--- src/rtl/alu_issue_pkg.sv ---
// Shared types and constants for the ALU issue stage: field encodings,
// ALU opcodes, overflow exception codes and the registered issue packet.
package alu_issue_pkg;

   localparam int unsigned PKT_DATA_W = 32;
   localparam int unsigned PKT_REG_AW = 5;
   localparam int unsigned OP_W       = 5;
   localparam int unsigned INSTR_W    = 32;

   localparam logic [OP_W-1:0] R_TYPE = 5'b00000;
   localparam logic [OP_W-1:0] ADDI   = 5'b00101;

   localparam logic [OP_W-1:0] ADD = 5'd0;
   localparam logic [OP_W-1:0] SUB = 5'd1;
   localparam logic [OP_W-1:0] AND = 5'd2;
   localparam logic [OP_W-1:0] OR  = 5'd3;
   localparam logic [OP_W-1:0] SLL = 5'd4;
   localparam logic [OP_W-1:0] SRA = 5'd5;

   typedef enum logic [1:0] {
      EXC_NONE = 2'd0,
      EXC_ADD  = 2'd1,
      EXC_ADDI = 2'd2,
      EXC_SUB  = 2'd3
   } exc_t;

   typedef struct packed {
      logic [PKT_DATA_W-1:0] operand_a;
      logic [PKT_DATA_W-1:0] operand_b;
      logic [OP_W-1:0]       aluop;
      logic [OP_W-1:0]       shamt;
      logic [PKT_REG_AW-1:0] rd;
      logic                  we;
      exc_t                  exc;
      logic                  illegal;
   } issue_pkt_t;

   // True for R-type ALU ops in the decodable range ADD..SRA
   function automatic logic alu_op_legal(input logic [OP_W-1:0] op);
      return (op <= SRA);
   endfunction

endpackage

--- src/rtl/alu_issue_if.sv ---
// Upstream instruction handshake and downstream registered ALU-input bus.
// slave = the issue stage's view, master = the driver/consumer view.
interface alu_issue_if #(
   parameter int unsigned DATA_W = 32,
   parameter int unsigned REG_AW = 5
);
   logic              in_valid;
   logic              in_ready;
   logic [31:0]       in_instr;
   logic [DATA_W-1:0] in_rs_data;
   logic [DATA_W-1:0] in_rt_data;
   logic              flush;
   logic              out_valid;
   logic              out_ready;
   logic [DATA_W-1:0] out_operandA;
   logic [DATA_W-1:0] out_operandB;
   logic [4:0]        out_aluop;
   logic [4:0]        out_shamt;
   logic [REG_AW-1:0] out_rd;
   logic              out_we;
   logic [1:0]        out_exc;
   logic              out_illegal;

   modport slave (
      input  in_valid, in_instr, in_rs_data, in_rt_data, flush, out_ready,
      output in_ready, out_valid, out_operandA, out_operandB, out_aluop,
             out_shamt, out_rd, out_we, out_exc, out_illegal
   );

   modport master (
      output in_valid, in_instr, in_rs_data, in_rt_data, flush, out_ready,
      input  in_ready, out_valid, out_operandA, out_operandB, out_aluop,
             out_shamt, out_rd, out_we, out_exc, out_illegal
   );
endinterface

--- src/rtl/issue_skid_buffer.sv ---
// Valid/ready register for issue_pkt_t. With ALU_ISSUE_SKID_EN defined a
// skid entry is added and in_ready becomes a registered output.
module issue_skid_buffer
   import alu_issue_pkg::*;
(
   input  logic       clock,
   input  logic       reset_n,
   input  logic       flush,
   input  logic       in_valid,
   output logic       in_ready,
   input  issue_pkt_t in_pkt,
   output logic       out_valid,
   input  logic       out_ready,
   output issue_pkt_t out_pkt
);

   logic       accept_c;
   logic       transfer_c;
   logic       main_valid_q, main_valid_d;
   issue_pkt_t main_pkt_q, main_pkt_d;

   assign accept_c   = in_valid && in_ready;
   assign transfer_c = main_valid_q && out_ready;
   assign out_valid  = main_valid_q;
   assign out_pkt    = main_pkt_q;

`ifdef ALU_ISSUE_SKID_EN
   logic       skid_valid_q, skid_valid_d;
   issue_pkt_t skid_pkt_q, skid_pkt_d;
   logic       in_ready_q, in_ready_d;

   assign in_ready = in_ready_q;

   // in_ready_q tracks !skid_valid_q, so no accept can arrive while the skid is full
   always_comb begin
      main_valid_d = main_valid_q;
      main_pkt_d   = main_pkt_q;
      skid_valid_d = skid_valid_q;
      skid_pkt_d   = skid_pkt_q;
      if (flush) begin
         main_valid_d = 1'b0;
         skid_valid_d = 1'b0;
      end else if (skid_valid_q) begin
         if (transfer_c) begin
            main_pkt_d   = skid_pkt_q;
            skid_valid_d = 1'b0;
         end
      end else if (accept_c) begin
         if (!main_valid_q || transfer_c) begin
            main_valid_d = 1'b1;
            main_pkt_d   = in_pkt;
         end else begin
            skid_valid_d = 1'b1;
            skid_pkt_d   = in_pkt;
         end
      end else if (transfer_c) begin
         main_valid_d = 1'b0;
      end
      in_ready_d = !skid_valid_d;
   end

   always_ff @(posedge clock or negedge reset_n) begin
      if (!reset_n) begin
         skid_valid_q <= 1'b0;
         skid_pkt_q   <= '0;
         in_ready_q   <= 1'b1;
      end else begin
         skid_valid_q <= skid_valid_d;
         skid_pkt_q   <= skid_pkt_d;
         in_ready_q   <= in_ready_d;
      end
   end
`else
   assign in_ready = !main_valid_q || out_ready;

   always_comb begin
      main_valid_d = main_valid_q;
      main_pkt_d   = main_pkt_q;
      if (flush) begin
         main_valid_d = 1'b0;
      end else if (accept_c) begin
         main_valid_d = 1'b1;
         main_pkt_d   = in_pkt;
      end else if (transfer_c) begin
         main_valid_d = 1'b0;
      end
   end
`endif

   always_ff @(posedge clock or negedge reset_n) begin
      if (!reset_n) begin
         main_valid_q <= 1'b0;
         main_pkt_q   <= '0;
      end else begin
         main_valid_q <= main_valid_d;
         main_pkt_q   <= main_pkt_d;
      end
   end

endmodule

--- src/rtl/alu_issue_stage.sv ---
// Decode/issue stage feeding the 32-bit ALU: decodes R-type and addi and
// registers ALU inputs plus writeback metadata. Option: ALU_ISSUE_SKID_EN.
module alu_issue_stage
   import alu_issue_pkg::*;
#(
   parameter int unsigned DATA_W = 32,
   parameter int unsigned REG_AW = 5
) (
   input  logic      clock,
   input  logic      reset_n,
   alu_issue_if.slave bus
);

   localparam int unsigned IMM_W = 17;

   logic [OP_W-1:0]   opcode_c;
   logic [REG_AW-1:0] rd_c;
   logic [OP_W-1:0]   shamt_c;
   logic [OP_W-1:0]   aluop_c;
   logic [IMM_W-1:0]  imm_c;
   logic [DATA_W-1:0] imm_sext_c;
   issue_pkt_t        dec_pkt_c;
   issue_pkt_t        out_pkt;
   logic              unused_rs_field;

   assign opcode_c   = bus.in_instr[31:27];
   assign rd_c       = bus.in_instr[26:22];
   assign shamt_c    = bus.in_instr[11:7];
   assign aluop_c    = bus.in_instr[6:2];
   assign imm_c      = bus.in_instr[16:0];
   assign imm_sext_c = {{(DATA_W-IMM_W){imm_c[IMM_W-1]}}, imm_c};

   // Register indices are resolved upstream; only the read data is used here
   assign unused_rs_field = ^bus.in_instr[21:17];

   // Anything not recognised goes out as an illegal NOP with writeback off
   always_comb begin
      dec_pkt_c         = '0;
      dec_pkt_c.illegal = 1'b1;
      if (opcode_c == R_TYPE && alu_op_legal(aluop_c)) begin
         dec_pkt_c.operand_a = bus.in_rs_data;
         dec_pkt_c.operand_b = bus.in_rt_data;
         dec_pkt_c.aluop     = aluop_c;
         dec_pkt_c.shamt     = shamt_c;
         dec_pkt_c.rd        = rd_c;
         dec_pkt_c.we        = (rd_c != '0);
         dec_pkt_c.illegal   = 1'b0;
         if (aluop_c == ADD) begin
            dec_pkt_c.exc = EXC_ADD;
         end else if (aluop_c == SUB) begin
            dec_pkt_c.exc = EXC_SUB;
         end else begin
            dec_pkt_c.exc = EXC_NONE;
         end
      end else if (opcode_c == ADDI) begin
         dec_pkt_c.operand_a = bus.in_rs_data;
         dec_pkt_c.operand_b = imm_sext_c;
         dec_pkt_c.aluop     = ADD;
         dec_pkt_c.rd        = rd_c;
         dec_pkt_c.we        = (rd_c != '0);
         dec_pkt_c.exc       = EXC_ADDI;
         dec_pkt_c.illegal   = 1'b0;
      end
   end

   issue_skid_buffer u_skid (
      .clock     (clock),
      .reset_n   (reset_n),
      .flush     (bus.flush),
      .in_valid  (bus.in_valid),
      .in_ready  (bus.in_ready),
      .in_pkt    (dec_pkt_c),
      .out_valid (bus.out_valid),
      .out_ready (bus.out_ready),
      .out_pkt   (out_pkt)
   );

   assign bus.out_operandA = out_pkt.operand_a;
   assign bus.out_operandB = out_pkt.operand_b;
   assign bus.out_aluop    = out_pkt.aluop;
   assign bus.out_shamt    = out_pkt.shamt;
   assign bus.out_rd       = out_pkt.rd;
   assign bus.out_we       = out_pkt.we;
   assign bus.out_exc      = out_pkt.exc;
   assign bus.out_illegal  = out_pkt.illegal;

endmodule
--- src/flat_wrapper.sv ---
// flat-port wrapper written by rule: the top's interface ports become plain ports
module alu_issue_stage_flat import alu_issue_pkg::*;
#(
   parameter int unsigned DATA_W = 32,
   parameter int unsigned REG_AW = 5
)
  (clock, reset_n, bus_in_valid, bus_in_instr, bus_in_rs_data, bus_in_rt_data, bus_flush, bus_out_ready, bus_in_ready, bus_out_valid, bus_out_operandA, bus_out_operandB, bus_out_aluop, bus_out_shamt, bus_out_rd, bus_out_we, bus_out_exc, bus_out_illegal);
  alu_issue_if #(.DATA_W(DATA_W), .REG_AW(REG_AW)) bus_i ();
  input  logic clock;
  input  logic reset_n;
  input wire logic [$bits(bus_i.in_valid)-1:0] bus_in_valid;
  input wire logic [$bits(bus_i.in_instr)-1:0] bus_in_instr;
  input wire logic [$bits(bus_i.in_rs_data)-1:0] bus_in_rs_data;
  input wire logic [$bits(bus_i.in_rt_data)-1:0] bus_in_rt_data;
  input wire logic [$bits(bus_i.flush)-1:0] bus_flush;
  input wire logic [$bits(bus_i.out_ready)-1:0] bus_out_ready;
  output wire logic [$bits(bus_i.in_ready)-1:0] bus_in_ready;
  output wire logic [$bits(bus_i.out_valid)-1:0] bus_out_valid;
  output wire logic [$bits(bus_i.out_operandA)-1:0] bus_out_operandA;
  output wire logic [$bits(bus_i.out_operandB)-1:0] bus_out_operandB;
  output wire logic [$bits(bus_i.out_aluop)-1:0] bus_out_aluop;
  output wire logic [$bits(bus_i.out_shamt)-1:0] bus_out_shamt;
  output wire logic [$bits(bus_i.out_rd)-1:0] bus_out_rd;
  output wire logic [$bits(bus_i.out_we)-1:0] bus_out_we;
  output wire logic [$bits(bus_i.out_exc)-1:0] bus_out_exc;
  output wire logic [$bits(bus_i.out_illegal)-1:0] bus_out_illegal;
  assign bus_i.in_valid = bus_in_valid;
  assign bus_i.in_instr = bus_in_instr;
  assign bus_i.in_rs_data = bus_in_rs_data;
  assign bus_i.in_rt_data = bus_in_rt_data;
  assign bus_i.flush = bus_flush;
  assign bus_i.out_ready = bus_out_ready;
  assign bus_in_ready = bus_i.in_ready;
  assign bus_out_valid = bus_i.out_valid;
  assign bus_out_operandA = bus_i.out_operandA;
  assign bus_out_operandB = bus_i.out_operandB;
  assign bus_out_aluop = bus_i.out_aluop;
  assign bus_out_shamt = bus_i.out_shamt;
  assign bus_out_rd = bus_i.out_rd;
  assign bus_out_we = bus_i.out_we;
  assign bus_out_exc = bus_i.out_exc;
  assign bus_out_illegal = bus_i.out_illegal;
  alu_issue_stage #(.DATA_W(DATA_W), .REG_AW(REG_AW)) u_core (.clock(clock), .reset_n(reset_n), .bus(bus_i));
endmodule
--- config.mk ---
export PLATFORM = sky130hd
export DESIGN_NAME = alu_issue_stage_flat
export DESIGN_NICKNAME = d
export VERILOG_FILES = /design/src/rtl/alu_issue_pkg.sv /design/src/rtl/alu_issue_if.sv /design/src/rtl/issue_skid_buffer.sv /design/src/rtl/alu_issue_stage.sv /design/src/flat_wrapper.sv
export SDC_FILE = /design/constraint.sdc
export NUM_CORES = 1
export LEC_CHECK = 0
export ABC_AREA = 1
export BUFFER_PORTS_ARGS = -buffer_cell sky130_fd_sc_hd__buf_2
export CAP_MARGIN = 20
export CORE_MARGIN = 2
export CORE_UTILIZATION = 45
export CTS_BUF_LIST = sky130_fd_sc_hd__clkbuf_16
export CTS_CLUSTER_DIAMETER = 120
export DETAILED_ROUTE_END_ITERATION = 7
export MAX_ROUTING_LAYER = met4
export PLACE_DENSITY = 0.78
export RECOVER_POWER = 50
export REMOVE_ABC_BUFFERS = 1
export SETUP_SLACK_MARGIN = 0.05
export SLEW_MARGIN = 20
export SYNTH_ARGS = -nofsm -noshare
export SYNTH_HDL_FRONTEND = slang
export SYNTH_SLANG_ARGS = --single-unit
--- constraint.sdc ---
create_clock -name clock -period 1.5 [get_ports clock]
set_input_delay 0.3 -clock clock [delete_from_list [all_inputs] [get_ports clock]]
set_output_delay 0.3 -clock clock [all_outputs]
set_load 0.005 [all_outputs]
* Word level (Yosys, flattened, before mapping)
Index checks and enable logic that the tools add are counted.
** Cells by class
- Multipliers :: 0
- $add $sub $neg :: 0
- Reductions and logical operators :: 10
- Multiplexer cells :: 10
- Bitwise logic cells :: 1
- Div/mod/pow operators :: 0
- Shift-type cells :: 0
- $lt $le $gt $ge :: 1
- Eq/ne operators :: 2
** Operators with widths (count)
- $mux W69 :: 2
- $mux W9 :: 2
- $logic_not A5 Y1 :: 2
- $eq A5 B1 Y1 const B :: 1
- $eq A5 B3 Y1 const B :: 1
- $le A5 B3 Y1 const B :: 1
- $mux W5 :: 1
- $reduce_bool A5 Y1 :: 1
- $mux W2 :: 2
- $logic_and A1 B1 Y1 :: 3
- $mux W1 :: 3
- $reduce_bool A3 Y1 :: 1
- $reduce_and A2 Y1 :: 1
- $logic_not A1 Y1 :: 1
- $logic_or A1 B1 Y1 :: 1
- $not A1 Y1 :: 1
** Storage, ports and cells
- Latch bits :: 0
- Register bits after elaboration :: 84
- Memories :: 0
- Bits in writable memories :: 0
- Bits of input ports :: 101
- Output and inout bits :: 85
- ROM bits :: 0

* Longest topological paths before layout
Gate-level depths: netlist (run 1).
- Word-level depth :: 5
- Gate-level depth with buffers :: 8
- Depth with buffers taken out :: 7

* Hierarchy
From an unflattened synthesis (run 1), not the netlist that was laid out.
** Unflattened totals
- Cell total of the unflattened synthesis :: 618
- Area, all modules :: 4406.7 um^2
** Modules (own cells, without submodules)
- issue_skid_buffer :: cells an instance 366, area an instance 3359.5 um^2, instances 1, seq. area each 2102.0 um^2
- alu_issue_stage :: cells an instance 252, area an instance 1047.3 um^2, instances 1, seq. area each 0.0 um^2

* Worst setup path after synthesis (run 1)
OpenSTA, ideal clock, no wires.
- Path type :: flip-flop to flip-flop
- Start :: reg u_core.u_skid.main_valid_q (netlist: u_core.u_skid.out_valid)
- End :: reg u_core.u_skid.main_pkt_q (netlist bit u_core.u_skid.out_pkt[38])
- Library setup time :: 0.125 ns
- Buffers on the path :: 1
- Arrival time :: 1.102 ns
- Stages on the path, launching flop included :: 9
- Path slack :: 0.273 ns
- Cell sequence :: dfrtp_1 inv_1 nor2_2 nor2_8 nand2_2 inv_2 nand2_2 buf_6 nand3_1
** Between the ends
- Longest elaborated chain between the ends :: 4
** Ends and longest elaborated chain
- start: declaration :: RTL line issue_skid_buffer.sv:19 : logic main_valid_q, main_valid_d;
- start signal: assignment :: RTL line issue_skid_buffer.sv:95 : main_valid_q <= main_valid_d;
- $logic_not A1 Y1 :: RTL line issue_skid_buffer.sv:74 : assign in_ready = !main_valid_q || out_ready;
- $logic_or A1 B1 Y1 :: RTL line issue_skid_buffer.sv:74
- $logic_and A1 B1 Y1 :: RTL line issue_skid_buffer.sv:22 : assign accept_c = in_valid && in_ready;
- $reduce_and A2 Y1 (no line)
- end signal: assignment :: RTL line issue_skid_buffer.sv:96 : main_pkt_q <= main_pkt_d;
- end: declaration :: RTL line issue_skid_buffer.sv:20 : issue_pkt_t main_pkt_q, main_pkt_d;
Every way passes these cells.
A chain may end at the register's enable or synchronous reset.

* Worst setup path after layout (run 1)
- Start :: reg u_core.u_skid.main_valid_q (netlist: u_core.u_skid.out_valid)
- End :: reg u_core.u_skid.main_pkt_q (netlist bit u_core.u_skid.out_pkt[74])
Same word-level chain as after synthesis.

==> results.sh, run 1 <==
export IMPL_synthAdderAreaFrac_pct=0
export IMPL_hold_viol=0
export IMPL_status="finished, final reports clean"
export IMPL_final_cell_mix="nand2_1, buf_2, dfrtp_1, nand3_1, nand4_1"
export IMPL_combPwrFrac_pct=8.6
export IMPL_swShare_pct=23.2
export IMPL_rsz0062_at_grt="no"
export IMPL_routed_wl_microns=9590
export IMPL_hp_class="in -> reg"
export IMPL_required_ns=1.76
export IMPL_fin_util_pct=62.8
export IMPL_ys_seq_elements=84
export IMPL_worstSetupPathType="reg -> reg"
export IMPL_post_route_min_period_ns=1.33
export IMPL_die_area_sq_um=8540
export IMPL_initial_core_util_pct=46.0
export IMPL_vias_per_cell=5.00
export IMPL_rows=32
export IMPL_ctsHoldBuffers=0
export IMPL_drt_pass1_iterations=4
export IMPL_ys_warnings_count=0
export IMPL_cap_violations=0
export IMPL_cp_start_kind="flip-flop"
export IMPL_seq_area_frac_synth_pct=59.7
export IMPL_fmax_mhz=750
export IMPL_cts_tree="built"
export IMPL_drt_initial_drc_count=189
export IMPL_antenna_found_initial=1
export IMPL_synth_compound_area_share_pct=1.42
export IMPL_cts_max_level=3
export IMPL_die_w_microns=92.4
export IMPL_tightest_slew_ns=1.11
export IMPL_cp_end_kind="flip-flop"
export IMPL_final_net_count=683
export IMPL_clock_sinks=84
export IMPL_ys_flop_type="dfrtp_1"
export IMPL_io_pins=186
export IMPL_dpl_hpwl_microns=6810
export IMPL_synth_simple_area_share_pct=33.5
export IMPL_vias=3442
export IMPL_placement_io_buffers=180
export IMPL_setup_viol=0
export IMPL_p_clk_share_pct=41.2
export IMPL_dieHeight_microns=92.4
export IMPL_power_share_sequential_pct=50.2
export IMPL_p_int_mw=3.57
export IMPL_holdWs_ns=0.164
export IMPL_gp_congestion=0.849
export IMPL_ir_drop_v=0.000544
export IMPL_drive_gt1_share_pct=34.3
export IMPL_synthMuxAreaShare_pct=0
export IMPL_synthArstFlopShare_pct=100
export IMPL_clkLatencyLatePin_ns=0.33
export IMPL_core_sq_um=7650
export IMPL_powerDensity_nw_per_um2=969
export IMPL_drc=0
export IMPL_areaGrowthSynthToFinish_pct=36.5
export IMPL_synth_edff_count=0
export IMPL_grt_overflow=0
export IMPL_critPathMaxFanout=40
export IMPL_p_sw_mw=1.08
export IMPL_dp_cells=673
export IMPL_post_route_period_util_pct=88.8
export IMPL_slew_headroom_pct=25.7
export IMPL_netlist_area_sq_um=3520
export IMPL_clk_pin_slew_ns=0.06
export IMPL_power_mw=4.65
export IMPL_synthDistinctLibCells=20
export IMPL_track_usage_pct=23.8
export IMPL_drtAntennaViolNets=0
export IMPL_cts_root_buffer="clkbuf_16"
export IMPL_drv_slew=0
export IMPL_grt_pass1_wl_microns=15600
export IMPL_synth_xor_area_share_pct=0
export IMPL_wire_per_inst_microns=13.9
export IMPL_cts_buffers=9
export IMPL_crit_arrival_ns=1.59
export IMPL_clock_path_buffers=2
export IMPL_grt_pass1_vias=3441
export IMPL_final_cells=689
export IMPL_nFillCells=707
export IMPL_synth_top_family_by_area="simple AND/OR/NAND/NOR gates"
export IMPL_grt_start_max_net_pins=85
export IMPL_fin_skew_ns=0.0103
export IMPL_final_common_cell="nand2_1"
export IMPL_syn_instance_count=402
export IMPL_avgSynthCellArea_sq_um=8.75
export IMPL_p_leak_nw=2.86
## through the flow
step	TNS (ns)	setup WS [ns]	cell area, sq um
after floorplan	-68.33	-0.869	3400
after global placement	0	0.102	4560
after detailed placement	0	0.0384	4560
after CTS	0	0.0937	4820
after global routing	0	0.0591	4800
final	0	0.167	4800
## cell families after synthesis
family / after synthesis
AND/OR/NAND/NOR: 267
flip-flops: 84
buffers and inverters: 41
AO/OA/AOI/OAI: 10
## cell usage after synthesis (3+ instances only)
library cell	instances	share of area (%)
nand2_1	181	19
dfrtp_1	84	60
nand3_1	35	5.0
nand4_1	33	5.9
inv_1	14	1.5
clkbuf_1	11	1.2
o21ai_0	10	1.4
nor2_1	9	0.96
buf_2	5	0.71
buf_4	5	1.1
nand2_2	4	0.71
inv_2	3	0.32
## sequential cells by signal (all words and copies together) (netlist names)
name	cells
u_core.u_skid.out_valid	1
u_core.u_skid.out_pkt	83
## power groups by stage
stage	Combinational (mW)	Clock, mW	Sequential, mW
6_report	0.399	1.92	2.33
3_3_place_gp	0.398	0	2.37
4_1_cts	0.409	1.97	2.33
5_1_grt	0.445	2.06	2.34
3_5_place_dp	0.408	0	2.37
2_1_floorplan	0.115	0	2.38
## final timing paths
| kind | start | to | slack [ns] | depth (start not counted) |
|---|---|---|---|---|
| worst max-delay path | u_core.u_skid.out_valid | u_core.u_skid.out_pkt[74] | 0.17 | 8 |
| worst min-delay path | bus_in_rs_data[0] | u_core.u_skid.out_pkt[51] | 0.16 | 3 |
| worst max register to register | u_core.u_skid.out_valid | u_core.u_skid.out_pkt[74] | 0.17 | 8 |
| worst min register to register | u_core.u_skid.out_pkt[73] | u_core.u_skid.out_pkt[73] | 0.47 | 2 |
| max in group asynchronous | reset_n | u_core.u_skid.out_pkt[25] | 0.47 | 2 |
| min in group asynchronous | reset_n | u_core.u_skid.out_pkt[55] | 0.32 | 2 |
## cell type report
type | instances | area [sq um] | share of cell area (%)
Clock buffer | 9 | 225 | 4.69
Antenna cell | 1 | 2.50 | 0.0521
Tap cell | 102 | 128 | 2.66
Inverter | 18 | 67.6 | 1.41
Timing Repair Buffer | 192 | 1000 | 20.9
Multi-Input combinational cell | 277 | 1240 | 25.8
Sequential cell | 84 | 2100 | 43.8
Clock inverter | 6 | 33.8 | 0.704
## critical path, stage by stage, from the launching register on
cell	delay, ns
dfrtp_1	0.39
inv_1	0.07
nor2_2	0.06
nor2_8	0.17
nand2_2	0.09
nand2_2	0.09
buf_12	0.19
nand2_1	0.11
nand2_1	0.08
## metal layers
| layer | vias to the layer above | wire length, microns | GRT usage [%] |
|---|---|---|---|
| li1 | 1658 | - | - |
| met2 | 168 | 4810 | 40.6 |
| met1 | 1604 | 3940 | 27.7 |
| met3 | 12 | 710 | 5.29 |
| met4 | 0 | 124 | 8.46 |
| met5 | - | 0 | - |
## what timing repair did
action | CTS | global route
resized for setup | 0 | 2
buffers inserted | 0 | 0
setup endpoints to repair | 0 | 13
Power figures use the tool's default switching activity.
==> inputs of run 2 (changes only) <==
--- a/config.mk
+++ b/config.mk
@@ -17,7 +17,7 @@
 export PLACE_DENSITY = 0.78
 export RECOVER_POWER = 50
 export REMOVE_ABC_BUFFERS = 1
-export SETUP_SLACK_MARGIN = 0.05
+export SETUP_SLACK_MARGIN = 0.5
 export SLEW_MARGIN = 20
 export SYNTH_ARGS = -nofsm -noshare
 export SYNTH_HDL_FRONTEND = slang
==> results.sh, run 2 (synthesis results as in run 1) <==
export IMPL_hp_class="in -> reg"
export IMPL_clk_pin_slew_ns=0.06
export IMPL_tns_ns=0
export IMPL_crit_arrival_ns=0.98
export IMPL_clkLatencyLatePin_ns=0.32
export IMPL_startpoint="u_core.u_skid.out_valid"
export IMPL_gp_congestion=0.849
export IMPL_cts_max_level=3
export IMPL_p_leak_nw=3.17
export IMPL_worstHoldStart="bus_in_rs_data[0]"
export IMPL_p_int_mw=3.61
export IMPL_combPwrFrac_pct=9.8
export IMPL_final_net_count=725
export IMPL_grt_start_max_net_pins=85
export IMPL_critPathMaxFanout=3
export IMPL_vias=3667
export IMPL_final_common_cell="nand2_1"
export IMPL_dp_cells=673
export IMPL_cts_root_buffer="clkbuf_16"
export IMPL_slew_headroom_pct=26.1
export IMPL_required_ns=1.20
export IMPL_track_usage_pct=25.3
export IMPL_fin_util_pct=69.8
export IMPL_cts_tree="built"
export IMPL_post_route_period_util_pct=85.1
export IMPL_fin_ws_ns=0.224
export IMPL_final_area_sq_um=5340
export IMPL_powerDensity_nw_per_um2=884
export IMPL_drt_pass1_iterations=4
export IMPL_tightest_slew_ns=1.11
export IMPL_drive_gt1_share_pct=42.7
export IMPL_ctsHoldBuffers=0
export IMPL_core_sq_um=7650
export IMPL_io_pins=186
export IMPL_wire_per_inst_microns=14.9
export IMPL_antenna_found_initial=1
export IMPL_post_route_min_period_ns=1.28
export IMPL_final_cell_mix="nand2_1, buf_2, dfrtp_1, buf_4"
export IMPL_die_area_sq_um=8540
export IMPL_rsz0062_at_grt="yes"
export IMPL_fin_skew_ns=0.00574
export IMPL_power_share_sequential_pct=49.5
export IMPL_clock_sinks=84
export IMPL_setup_viol=0
export IMPL_drc=0
export IMPL_grt_pass1_vias=3600
export IMPL_grt_pass1_wl_microns=16600
export IMPL_largest_reg_flops=83
export IMPL_worstReg2RegStart="u_core.u_skid.out_valid"
export IMPL_pre_cts_ws_ns=0.0384
export IMPL_placed_cell_area_sq_um=4560
export IMPL_die_w_microns=92.4
export IMPL_hold_viol=0
export IMPL_cp_end_kind="primary output"
export IMPL_rows=32
export IMPL_drt_initial_drc_count=176
export IMPL_clock_path_buffers=2
export IMPL_p_sw_mw=1.11
export IMPL_fmax_mhz=783
export IMPL_ir_drop_v=0.000518
export IMPL_areaGrowthSynthToFinish_pct=51.7
export IMPL_cap_violations=0
export IMPL_placement_io_buffers=180
export IMPL_vias_per_cell=5.02
export IMPL_dpl_hpwl_microns=6810
export IMPL_routed_wl_microns=10900
export IMPL_status="finished, final reports clean"
export IMPL_cp_start_kind="flip-flop"
export IMPL_worstSetupPathType="reg -> out"
export IMPL_initial_core_util_pct=46.0
export IMPL_final_cells=731
export IMPL_dieHeight_microns=92.4
export IMPL_drtAntennaViolNets=0
export IMPL_p_clk_share_pct=40.7
export IMPL_drv_slew=0
export IMPL_grt_overflow=0
export IMPL_swShare_pct=23.5
export IMPL_cts_buffers=9
## run 2: path summary, 6_finish.rpt
path,cells past startpoint,slack (ns),endpoint
hold reg to reg,2,0.48,u_core.u_skid.out_pkt[51]
min in group asynchronous,2,0.33,u_core.u_skid.out_pkt[3]
setup reg to reg,8,0.23,u_core.u_skid.out_pkt[60]
max in group asynchronous,2,0.47,u_core.u_skid.out_pkt[21]
hold / removal,3,0.17,u_core.u_skid.out_pkt[51]
setup / recovery,2,0.22,bus_in_ready
## run 2: layout make-up
type / instances / area, sq um
diodes: 1 / 2.50
clock buffers: 9 / 225
clock inverters: 6 / 33.8
fillers: 645 / 2310
inverters: 18 / 75.1
multi-input cells: 277 / 1340
flip-flops and latches: 84 / 2100
well taps: 102 / 128
repair buffers: 234 / 1430
## run 2: layer usage
metal | global-route usage, % | part of all wire, %
met1 | 30.2 | 40
met2 | 42.9 | 51
met5 | - | 0
met3 | 5.13 | 7.5
met4 | 8.96 | 1.5
## run 2: what timing repair did
action	CTS	global route
pin swaps	2	7
buffers inserted	21	15
gates cloned	2	4
setup endpoints to repair	166	168
gates resized for setup	30	24
## run 2: critical path: stages, from the launching register on
cell and delay, ns:
dfrtp_1 0.40, nand2_1 0.13, buf_2 0.13
## run 2: per-stage QoR
stage,total power [mW],hold WS [ns]
final,4.72,0.171
after global routing,4.91,0.176
after CTS,4.74,0.0207
after detailed placement,2.78,0.369
after global placement,2.77,0.366
after floorplan,2.49,0.00441
## run 2: power groups by stage
stage	combinational (mW)	clock, mW	sequential [mW]
after floorplan	0.115	0	2.38
final	0.463	1.92	2.33
after detailed placement	0.408	0	2.37
after global routing	0.510	2.06	2.34
after CTS	0.439	1.97	2.33
after global placement	0.398	0	2.37
==> inputs of run 3 (changes only) <==
--- a/config.mk
+++ b/config.mk
@@ -6,15 +6,15 @@
 export NUM_CORES = 1
 export LEC_CHECK = 0
 export ABC_AREA = 1
-export BUFFER_PORTS_ARGS = -buffer_cell sky130_fd_sc_hd__buf_2
 export CAP_MARGIN = 20
 export CORE_MARGIN = 2
-export CORE_UTILIZATION = 45
+export CORE_UTILIZATION = 50
 export CTS_BUF_LIST = sky130_fd_sc_hd__clkbuf_16
 export CTS_CLUSTER_DIAMETER = 120
 export DETAILED_ROUTE_END_ITERATION = 7
+export DONT_BUFFER_PORTS = 1
 export MAX_ROUTING_LAYER = met4
-export PLACE_DENSITY = 0.78
+export PLACE_DENSITY = 0.63
 export RECOVER_POWER = 50
 export REMOVE_ABC_BUFFERS = 1
 export SETUP_SLACK_MARGIN = 0.5
==> results.sh, run 3 (synthesis results as in run 1) <==
export IMPL_status="finished with violations"
export IMPL_violations="negative hold slack"
export IMPL_core_sq_um=6790
export IMPL_grt_start_max_net_pins=85
export IMPL_seqCellArea_sq_um=2100
export IMPL_final_area_sq_um=4470
export IMPL_drive_gt1_share_pct=19.5
export IMPL_clk_pin_slew_ns=0.06
export IMPL_antenna_found_initial=0
export IMPL_drt_initial_drc_count=175
export IMPL_combPwrFrac_pct=6.5
export IMPL_grt_pass1_wl_microns=14300
export IMPL_rows=30
export IMPL_dieHeight_microns=87.9
export IMPL_die_area_sq_um=7720
export IMPL_initial_core_util_pct=51.8
export IMPL_final_common_cell="nand2_1"
export IMPL_slowest_stage="dfrtp_1"
export IMPL_routed_wl_microns=10300
export IMPL_placement_io_buffers=0
export IMPL_crit_path_frequent_cell="nand2_1"
export IMPL_grt_overflow=0
export IMPL_vias_per_cell=5.64
export IMPL_worstSetupPathType="reg -> reg"
export IMPL_cp_depth=6
export IMPL_cts_max_level=3
export IMPL_post_route_period_util_pct=89.8
export IMPL_required_ns=1.71
export IMPL_worst_path_buf_inv=2
export IMPL_setup_viol=0
export IMPL_vias=2917
export IMPL_track_usage_pct=25.6
export IMPL_p_sw_mw=1.05
export IMPL_clock_sinks=84
export IMPL_cts_buffers=9
export IMPL_placed_cell_area_sq_um=3630
export IMPL_power_share_sequential_pct=49.3
export IMPL_cp_end_kind="flip-flop"
export IMPL_drv_slew=0
export IMPL_gp_congestion=0.833
export IMPL_final_net_count=518
export IMPL_largest_reg_flops=83
export IMPL_cp_start_kind="flip-flop"
export IMPL_drt_pass1_iterations=4
export IMPL_hold_viol=84
export IMPL_p_leak_nw=2.38
export IMPL_nFillCells=556
export IMPL_cts_tree="built"
export IMPL_p_clk_share_pct=44.2
export IMPL_ir_drop_v=0.000681
export IMPL_holdWs_ns=-0.336
export IMPL_rsz0062_at_grt="yes"
export IMPL_multiInputGateArea_sq_um=1400
export IMPL_die_w_microns=87.9
export IMPL_rr_worst_depth=6
export IMPL_final_cell_mix="nand2_1, dfrtp_1, nand4_1, nand3_1, clkbuf_16"
export IMPL_post_route_min_period_ns=1.35
export IMPL_clock_path_buffers=2
export IMPL_critPathMaxFanout=5
export IMPL_path_cells="nand2_1 -> nand3_4 -> buf_6 -> clkbuf_16 -> nand2_1 -> nand3_1"
export IMPL_num_antenna_cells=0
export IMPL_powerDensity_nw_per_um2=1070
export IMPL_cap_violations=0
export IMPL_io_pins=186
export IMPL_hp_class="in -> async"
export IMPL_areaGrowthSynthToFinish_pct=27.0
export IMPL_tightest_slew_ns=0.235
export IMPL_fin_skew_ns=0.00426
export IMPL_slew_headroom_pct=84.4
export IMPL_grt_pass1_vias=2845
export IMPL_dpl_hpwl_microns=5620
export IMPL_cts_root_buffer="clkbuf_16"
export IMPL_drtAntennaViolNets=0
export IMPL_fmax_mhz=743
export IMPL_p_int_mw=3.72
export IMPL_wire_per_inst_microns=19.9
export IMPL_slowest_delay_ns=0.42
export IMPL_crit_arrival_ns=1.55
export IMPL_clkLatencyLatePin_ns=0.33
export IMPL_drc=0
export IMPL_swShare_pct=22.0
export IMPL_cp_top_family="simple AND/OR/NAND/NOR gates"
## run 3: changes by cell type in the layout (fill, tap and decap cells not counted), moves of 4 or more
cell / change
buf_2: -165
o21ai_0: +4
nand2_4: +7
nand3_2: +6
o21ai_2: -7
buf_4: -32
clkbuf_1: -15
nand3_1: -7
nand2_2: -4
## run 3: worst paths after layout
kind	start	to	slack [ns]
min in group clock	bus_in_instr[22]	u_core.u_skid.out_pkt[4]	0.08
setup reg to reg	u_core.u_skid.out_valid	u_core.u_skid.out_pkt[23]	0.15
hold reg to reg	u_core.u_skid.out_pkt[81]	u_core.u_skid.out_pkt[81]	0.50
hold / removal	reset_n	u_core.u_skid.out_pkt[71]	-0.34
max in group asynchronous	reset_n	u_core.u_skid.out_pkt[11]	1.71
setup / recovery	u_core.u_skid.out_valid	u_core.u_skid.out_pkt[23]	0.15
## run 3: what timing repair did
| action | 4_1_cts | 5_1_grt |
|---|---|---|
| cloned | 5 | 7 |
| gates resized for setup | 22 | 41 |
| pin swaps | 1 | 8 |
| buffers inserted | 6 | 0 |
| setup endpoints to repair | 168 | 168 |
| hold endpoints to repair | 84 | 84 |
## run 3: routing by layer
metal	up-vias	routed length (microns)	track usage, %
met5	-	0	-
met4	0	55	8.95
met3	6	905	7.07
met2	155	5240	41.5
met1	1424	4090	30.8
li1	1332	-	-
## run 3: cell type report
cell class	count	area share, %
Clock buffer	9	5.04
Multi-Input combinational cell	277	31.4
Tap cell	96	2.69
Inverter	18	1.57
Clock inverter	6	1.26
Sequential cell	84	47.1
Timing Repair Buffer	27	10.9
## run 3: power by group through the flow
stage               Sequential (mW)  Clock [mW]  Combinational, mW
global placement               2.39           0              0.165
global route                   2.36        2.26              0.328
CTS                            2.35        2.15              0.251
detailed placement             2.39           0              0.170
finish                         2.35        2.11              0.308
floorplan                      2.38           0              0.115
## run 3: stage by stage
step / setup WS, ns / cells / power [mW] / setup TNS, ns / utilization (%)
4_1_cts: 0.220 / 510 / 4.75 / 0 / 61.5
2_1_floorplan: -0.869 / 379 / 2.49 / -68.33 / -
6_report: 0.153 / 517 / 4.77 / 0 / 65.8
3_5_place_dp: 0.146 / 484 / 2.56 / 0 / 53.4
3_3_place_gp: 0.175 / 484 / 2.55 / 0 / 53.4
5_1_grt: 0.0884 / 517 / 4.94 / 0 / 65.8
